--- src/rtl/sha256_block_padder_if.sv ---
// Stream bundle around the SHA-256 padder: message words in, padded block words out.
// The slave modport is the padder's own view; master is the driving environment.
interface sha256_block_padder_if;
   // Handshake: a word moves on a rising edge where valid && ready. Valid and its
   // payload hold until that edge, and ready never depends on valid.
   logic        in_valid;
   logic        in_ready;
   logic [31:0] in_data;
   logic        in_last;
   logic        out_valid;
   logic        out_ready;
   logic [31:0] out_data;
   logic        out_blk_end;
   logic        out_msg_end;
   logic [2:0]  dbg_state;

   modport slave (
      input  in_valid,
      input  in_data,
      input  in_last,
      input  out_ready,
      output in_ready,
      output out_valid,
      output out_data,
      output out_blk_end,
      output out_msg_end,
      output dbg_state
   );

   modport master (
      output in_valid,
      output in_data,
      output in_last,
      output out_ready,
      input  in_ready,
      input  out_valid,
      input  out_data,
      input  out_blk_end,
      input  out_msg_end,
      input  dbg_state
   );
endinterface

--- src/rtl/sha256_block_padder.sv ---
// Streaming SHA-256 padder: forwards message words, then the 0x80000000 pad word,
// zero fill and the 64-bit bit length, through one registered output stage.
module sha256_block_padder #(
   parameter int CNT_W = 32
) (
   input logic                  clk,
   input logic                  reset,
   sha256_block_padder_if.slave bus
);

   typedef enum logic [2:0] {
      DATA   = 3'd0,
      PAD    = 3'd1,
      ZERO   = 3'd2,
      LEN_HI = 3'd3,
      LEN_LO = 3'd4
   } state_e;

   state_e             state_q, state_d;
   logic [3:0]         pos_q, pos_d;
   logic [CNT_W-1:0]   nwords_q, nwords_d;
   logic               out_valid_q, out_valid_d;
   logic [31:0]        out_data_q, out_data_d;
   logic               blk_end_q, blk_end_d;
   logic               msg_end_q, msg_end_d;

   logic               reg_free;
   logic               in_ready_c;
   logic               load;
   logic               load_last;
   logic [31:0]        load_data;
   logic [63:0]        bit_len;

   assign reg_free = !out_valid_q || bus.out_ready;
   assign bit_len  = 64'(nwords_q) << 5;

   always_comb begin
      state_d     = state_q;
      pos_d       = pos_q;
      nwords_d    = nwords_q;
      out_valid_d = out_valid_q;
      out_data_d  = out_data_q;
      blk_end_d   = blk_end_q;
      msg_end_d   = msg_end_q;
      in_ready_c  = 1'b0;
      load        = 1'b0;
      load_last   = 1'b0;
      load_data   = 32'h0000_0000;

      if (out_valid_q && bus.out_ready) begin
         out_valid_d = 1'b0;
      end

      case (state_q)
         DATA: begin
            in_ready_c = reg_free && !reset;
            if (bus.in_valid && in_ready_c) begin
               load      = 1'b1;
               load_data = bus.in_data;
               nwords_d  = nwords_q + CNT_W'(1);
               if (bus.in_last) begin
                  state_d = PAD;
               end
            end
         end

         PAD: begin
            if (reg_free) begin
               load      = 1'b1;
               load_data = 32'h8000_0000;
               // Jumping straight to the length words when the next slot is 14
               // keeps the stream free of an idle cycle.
               state_d   = (pos_q == 4'd13) ? LEN_HI : ZERO;
            end
         end

         ZERO: begin
            if (pos_q == 4'd14) begin
               state_d = LEN_HI;
            end else if (reg_free) begin
               load      = 1'b1;
               load_data = 32'h0000_0000;
               state_d   = (pos_q == 4'd13) ? LEN_HI : ZERO;
            end
         end

         LEN_HI: begin
            if (reg_free) begin
               load      = 1'b1;
               load_data = bit_len[63:32];
               state_d   = LEN_LO;
            end
         end

         LEN_LO: begin
            if (reg_free) begin
               load      = 1'b1;
               load_last = 1'b1;
               load_data = bit_len[31:0];
               nwords_d  = '0;
               state_d   = DATA;
            end
         end

         default: begin
            state_d = DATA;
         end
      endcase

      if (load) begin
         out_valid_d = 1'b1;
         out_data_d  = load_data;
         blk_end_d   = (pos_q == 4'd15) || load_last;
         msg_end_d   = load_last;
         pos_d       = load_last ? 4'd0 : pos_q + 4'd1;
      end
   end

   always_ff @(posedge clk or posedge reset) begin
      if (reset) begin
         state_q     <= DATA;
         pos_q       <= 4'd0;
         nwords_q    <= '0;
         out_valid_q <= 1'b0;
         out_data_q  <= 32'h0000_0000;
         blk_end_q   <= 1'b0;
         msg_end_q   <= 1'b0;
      end else begin
         state_q     <= state_d;
         pos_q       <= pos_d;
         nwords_q    <= nwords_d;
         out_valid_q <= out_valid_d;
         out_data_q  <= out_data_d;
         blk_end_q   <= blk_end_d;
         msg_end_q   <= msg_end_d;
      end
   end

   assign bus.in_ready    = in_ready_c;
   assign bus.out_valid   = out_valid_q;
   assign bus.out_data    = out_data_q;
   assign bus.out_blk_end = blk_end_q;
   assign bus.out_msg_end = msg_end_q;
   assign bus.dbg_state   = state_q;

endmodule

--- src/flat_wrapper.sv ---
// flat-port wrapper written by rule: the top's interface ports become plain ports
module sha256_block_padder_flat 
#(
   parameter int CNT_W = 32
)
  (clk, reset, bus_in_valid, bus_in_data, bus_in_last, bus_out_ready, bus_in_ready, bus_out_valid, bus_out_data, bus_out_blk_end, bus_out_msg_end, bus_dbg_state);
  sha256_block_padder_if bus_i ();
  input logic clk;
  input logic reset;
  input wire logic [$bits(bus_i.in_valid)-1:0] bus_in_valid;
  input wire logic [$bits(bus_i.in_data)-1:0] bus_in_data;
  input wire logic [$bits(bus_i.in_last)-1:0] bus_in_last;
  input wire logic [$bits(bus_i.out_ready)-1:0] bus_out_ready;
  output wire logic [$bits(bus_i.in_ready)-1:0] bus_in_ready;
  output wire logic [$bits(bus_i.out_valid)-1:0] bus_out_valid;
  output wire logic [$bits(bus_i.out_data)-1:0] bus_out_data;
  output wire logic [$bits(bus_i.out_blk_end)-1:0] bus_out_blk_end;
  output wire logic [$bits(bus_i.out_msg_end)-1:0] bus_out_msg_end;
  output wire logic [$bits(bus_i.dbg_state)-1:0] bus_dbg_state;
  assign bus_i.in_valid = bus_in_valid;
  assign bus_i.in_data = bus_in_data;
  assign bus_i.in_last = bus_in_last;
  assign bus_i.out_ready = bus_out_ready;
  assign bus_in_ready = bus_i.in_ready;
  assign bus_out_valid = bus_i.out_valid;
  assign bus_out_data = bus_i.out_data;
  assign bus_out_blk_end = bus_i.out_blk_end;
  assign bus_out_msg_end = bus_i.out_msg_end;
  assign bus_dbg_state = bus_i.dbg_state;
  sha256_block_padder #(.CNT_W(CNT_W)) u_core (.clk(clk), .reset(reset), .bus(bus_i));
endmodule
--- config.mk ---
export PLATFORM = sky130hd
export DESIGN_NAME = sha256_block_padder_flat
export DESIGN_NICKNAME = d
export VERILOG_FILES = /design/src/rtl/sha256_block_padder_if.sv /design/src/rtl/sha256_block_padder.sv /design/src/flat_wrapper.sv
export SDC_FILE = /design/constraint.sdc
export NUM_CORES = 1
export LEC_CHECK = 0
export BUFFER_PORTS_ARGS = -buffer_cell sky130_fd_sc_hd__buf_2
export CORE_AREA = 2 2 84 166
export CTS_BUF_LIST = sky130_fd_sc_hd__clkbuf_4 sky130_fd_sc_hd__clkbuf_8
export CTS_CLUSTER_SIZE = 14
export DETAILED_ROUTE_END_ITERATION = 10
export DIE_AREA = 0 0 86 168
export GPL_ROUTABILITY_DRIVEN = 0
export PLACE_DENSITY = 0.46
export SLEW_MARGIN = 20
export SYNTH_ARGS = -nofsm -noshare
export SYNTH_HDL_FRONTEND = slang
export SYNTH_SLANG_ARGS = --single-unit
--- constraint.sdc ---
create_clock -name clk -period 2.4 [get_ports clk]
set_input_delay 0.36 -clock clk [delete_from_list [all_inputs] [get_ports clk]]
set_output_delay 0.36 -clock clk [all_outputs]
set_load 0.01 [all_outputs]
Word-level counts from Yosys, hierarchy flattened. Cells that the tools add are included.

Register bits after elaboration: 74. Output and inout bits: 39. Logic and storage cells: 58. Input bits: 37.

Add/subtract/negate cells: 2. Eq/ne operators: 11. Reductions and logical operators: 13. Multiplexer cells: 25.

Operators by type and width (count): 2-to-1 mux 32 bit (5); case mux 32 bit (4 select lines) (1); case mux 32 bit (2 select lines) (1); adder 32 x 1 -> 32 bit, second input constant (1); 2-to-1 mux 3 bit (6); case mux 3 bit (5 select lines) (1); equality test 4 bit, second input constant (3); 2-to-1 mux 1 bit (8); equality test 3 x 2 -> 1 bit, second input constant (2); != test 2 x 1 -> 1 bit, second input constant (3); 2-to-1 mux 5 bit (1); adder 4 x 1 -> 4 bit, second input constant (1); 2-to-1 mux 4 bit (1); AND reduction 4 bit (1); nonzero test 2 bit (2); equality test 3 x 1 -> 1 bit, second input constant (1); equality test 3 bit, second input constant (1); logical AND 1 bit (3); zero test 3 bit (1); case mux 1 bit (3 select lines) (1); AND reduction 3 bit (1); OR reduction 3 bit (1); zero test 1 bit (2); logical OR 1 bit (2); != test 2 bit, second input constant (1).

Logic depth before layout (Yosys ltp).
Depth in word-level cells: 7. Mapped depth: 8. Depth with buffers taken out: 6.

Worst setup path before layout. No wires, ideal clock.

Path kind: register -> register. Start: register u_core.state_q[1] (netlist: u_core.bus.dbg_state[1]). End: register u_core.pos_q[1]. Path slack: 600 ps. Required time: 2275 ps. Arrival: 1675 ps. Stages on the path, launching flop included: 7. Library setup time: 125 ps. Buffers on the path: 2. Period minus slack after synthesis: 1800 ps. Cells stage by stage: dfrtp_1 buf_2 or2_1 a21oi_1 o21a_1 buf_4 mux2_2.

Word-level cells in the longest chain between the ends: 3. Elaborated cells on any way between the ends: 9. Those cells by class: eq/ne: 4; mux: 3; reduce/logical: 2.

Ends and longest elaborated chain: start, declared (RTL line sha256_block_padder.sv:19) `state_e state_q, state_d;`; start signal, assigned (RTL line sha256_block_padder.sv:129) `state_q <= state_d;`; equality test 3 x 1 -> 1 bit (tied with other cells) (RTL line sha256_block_padder.sv:54) `case (state_q)`; OR reduction 3 bit (no source line) / 2-to-1 mux 1 bit (equally long branches); case mux 1 bit (3 select lines) / 2-to-1 mux 4 bit (equally long branches) (RTL line sha256_block_padder.sv:54, sha256_block_padder.sv:115); end signal, assigned (RTL line sha256_block_padder.sv:130) `pos_q <= pos_d;`; end, declared (RTL line sha256_block_padder.sv:20) `logic [3:0] pos_q, pos_d;`.

Parallel ways exist; a longest one is shown, timed or not. A chain may end at the register's enable or synchronous reset.

Final worst setup path.
Start: register u_core.out_valid_q (netlist: u_core.bus.out_valid). End: output bus_in_ready.

Word-level cells in the longest chain between the ends: 4.

Ends and longest elaborated chain: start, declared (RTL line sha256_block_padder.sv:22) `logic out_valid_q, out_valid_d;`; start signal, assigned (RTL line sha256_block_padder.sv:132) `out_valid_q <= out_valid_d;`; zero test 1 bit (RTL line sha256_block_padder.sv:34) `assign reg_free = !out_valid_q || bus.out_ready;`; logical OR 1 bit (RTL line sha256_block_padder.sv:34); logical AND 1 bit (RTL line sha256_block_padder.sv:56) `in_ready_c = reg_free && !reset;`; 2-to-1 mux 1 bit (RTL line sha256_block_padder.sv:54); end, declared (RTL line flat_wrapper.sv:14) `output wire logic [$bits(bus_i.in_ready)-1:0] bus_in_ready;`.

Every way passes these cells.

==> results.toml <==
[routing]
viasPerCell = 5.18
drt_iter0_drc = 96
wl_per_cell_um = 15.7
drcViolationCount = 0
drt-pass1-iter-count = 4
wl_mm = 9.97
vias = 3295
postRouteAntennaNets = 0

[power]
p_int_w = 0.00279
powerDensity_nw_per_um2 = 957
switching_share_pct = 37.7
pwr-share-seq_pct = 40.6
pwr-share-comb_pct = 34.1
worst_ir_drop_vdd_v = 0.000398
netSwitchingPower_w = 0.00169
p_leak_nw = 2.09
clkPwrFrac_pct = 25.2

[synth]
syn_inst = 399
synthAdderAreaFrac_pct = 1.29
ys.flop_type = "dfrtp_1"
yosysTopAreaCell = "dfrtp_1"
synth-seq-cells = 74
syn_nets = 440
syn-cell-area_um2 = 3880
avgSynthCellArea_um2 = 9.74
synth_cell_types = 56
synth_top_area_share_pct = 47.7
synthSimpleGateAreaFrac_pct = 18.6
synth_top_family_by_area = "compound AO/OA/AOI/OAI gates"
synth_edf_count = 0
synthXorXnorAreaFrac_pct = 0.676
async_flop_share_pct = 100
seq_area_frac_synth_pct = 47.7
ys.warnings.count = 0
synth.area.mux_share_pct = 3.16
synth_compound_area_share_pct = 21.0
synthTopCellsByArea = "dfrtp_1 (48%), a22oi_1 (6.4%), o21ai_0 (4.5%)"

[sta]
finalSetupViolCount = 0
fin_crit_sh_pct = 87.2
slew_headroom_pct = 65.3
worst_pin_slew_ns = 0.521
rsz0062_at_grt = "false"
fin_setup_tns_ns = 0
hold_violations = 0
skew_ns = 0.0113
finalMaxSlewViolations = 0
period_minus_slack_ns = 2.09
fmax_mhz = 478

[worst_setup_path]
path_cells = "nand2b_1 -> buf_4 -> nand2_1 -> nor3_1 -> buf_2"
worst_path_largest_cell_delay_ns = 0.39
crit_type = "reg -> out"
required_ns = 2.04
critPathCaptureType = "output port"
start_kind = "register"
crit_family = "simple AND/OR/NAND/NOR gates"
path_buf_inv = 2
worstPathArrival_ns = 1.73
cp_slowest_cell = "dfrtp_1"
cp_max_fo = 9

[floorplan]
initial_utilization_pct = 29.2
fp.dieH_um = 168
io_pins = 76
fp.dieW_um = 86
core_um2 = 13300
die_area_um2 = 14400
std_cell_rows = 60

[place]
hpwl_mm = 6.98
dp.cells = 620
io_buffers = 75

[cells_and_area]
drive_gt1_share_pct = 25.8
multi_input_area_um2 = 1740
regArea_um2 = 1850
fin_cells = 636
most-common-layout-cells = "buf_2 (75), dfrtp_1 (74), inv_1 (40), o21ai_0 (35), a22oi_1 (33)"
final_common_cell = "buf_2"
num_antenna_cells = 0
nFillCells = 1397
syn2layout_area_growth_pct = 20.5
final_nets = 517

[cts]
cts_resized = 0
clock_latency_ns = 0.36
htreeDepth = 3
hold_buffers = 0
cts_tree = "yes"
cts-root-buf = "clkbuf_8"
clk_pin_slew_ns = 0.08
cts_setup_buffers = 0
cts_buffers = 9
clock_path_buffers = 2
cts.sinks = 74

[global_routing]
antenna_found_initial = 0
grt_max_degree = 41
grt_pass1_wl_mm = 17.1
grt_pass1_vias = 3338
grt_usage_pct = 14.8
global_route.overflow_total = 0

[run]
drv_cap = 0

[min_path]
hold_path.class = "in -> async"

[run_status]
status = "completed"
cell usage after synthesis, types with 2 or more instances:
cell type  instances
a21oi_1           20
a22oi_1           33
and3_1             6
and4_1             4
and4_4             2
and4b_1            2
buf_2             13
buf_4              6
clkbuf_1           4
dfrtp_1           74
ha_1               4
inv_1             41
mux2i_1           10
nand2_1           23
nand2b_1           9
nand3_1           16
nand4_1            7
nand4_2            2
nor2_1             6
nor3_1             3
nor3_2             2
nor4_1             7
o2111ai_1          2
o21a_1             2
o21ai_0           35
o21ai_1            7
o31ai_1           12
or3_1              7
or4_1             12
xor2_1             2
cells by family (layout without fill, tap and decap cells):
kind of cell	after synthesis	after routing
AND/OR/NAND/NOR	117	117
buffers and inverters	66	148
adder cells (fa/ha/maj)	4	4
flip-flops	74	74
AO/OA/AOI/OAI	123	123
multiplexers	12	12
XOR/XNOR	3	3
area by class of cell:
type / instances / share of cell area (%)
clock inverter: 6 / 1.93
inverter: 41 / 3.29
timing repair buffer: 91 / 10.9
multi-input combinational: 259 / 37.3
sequential: 74 / 39.6
tap: 155 / 4.14
clock buffer: 10 / 2.94
through the flow:
step / power [W] / utilization (%) / area, um2 / hold slack [ns] / worst slack, ns
2_1_floorplan: 0.00284 / - / 3880 / 0.464 / 0.158
4_1_cts: 0.00456 / 35.2 / 4680 / 0.157 / 0.265
5_1_grt: 0.00484 / 35.2 / 4680 / 0.185 / 0.163
3_3_place_gp: 0.00339 / 33.5 / 4450 / 0.475 / 0.382
3_5_place_dp: 0.00340 / 33.5 / 4450 / 0.475 / 0.322
6_report: 0.00448 / 35.2 / 4680 / 0.144 / 0.308
power by group through the flow:
stage,clock [W],combinational (W),sequential [W]
floorplan,0,0.000926,0.00191
global placement,0,0.00155,0.00184
detailed placement,0,0.00156,0.00184
CTS,0.00116,0.00157,0.00182
global route,0.00121,0.00175,0.00188
finish,0.00113,0.00153,0.00182
sequential cells by signal, summed over array words and instances (netlist names):
name	count
u_core.bus.dbg_state	3
u_core.bus.out_data	32
u_core.bus.out_msg_end	1
u_core.bus.out_valid	1
u_core.pos_q	4
u_core.bus.out_blk_end	1
u_core.nwords_q	32
path summary, 6_finish.rpt:
check	startpoint	cells after the start	to	slack (ns)
worst max-delay path	u_core.bus.out_valid	5	bus_in_ready	0.31
worst min-delay path	reset	3	u_core.bus.out_valid	0.14
worst max register to register	u_core.bus.dbg_state[0]	4	u_core.nwords_q[10]	0.41
worst min register to register	u_core.bus.out_blk_end	1	u_core.bus.out_blk_end	0.49
max in group asynchronous	reset	3	u_core.nwords_q[8]	1.87
min in group clk	bus_in_data[14]	3	u_core.bus.out_data[14]	0.23
worst min-delay path, delay by kind of cell:
kind / cells / cell delay, ns
buffers and inverters: 3 / 0.58
layer usage:
layer  track usage, %  wire length (um)
met1             19.8              4690
met2             23.8              4690
met3             2.89               424
met4             5.18               163
met5                0                 0
(Power assumes the default switching activity.)
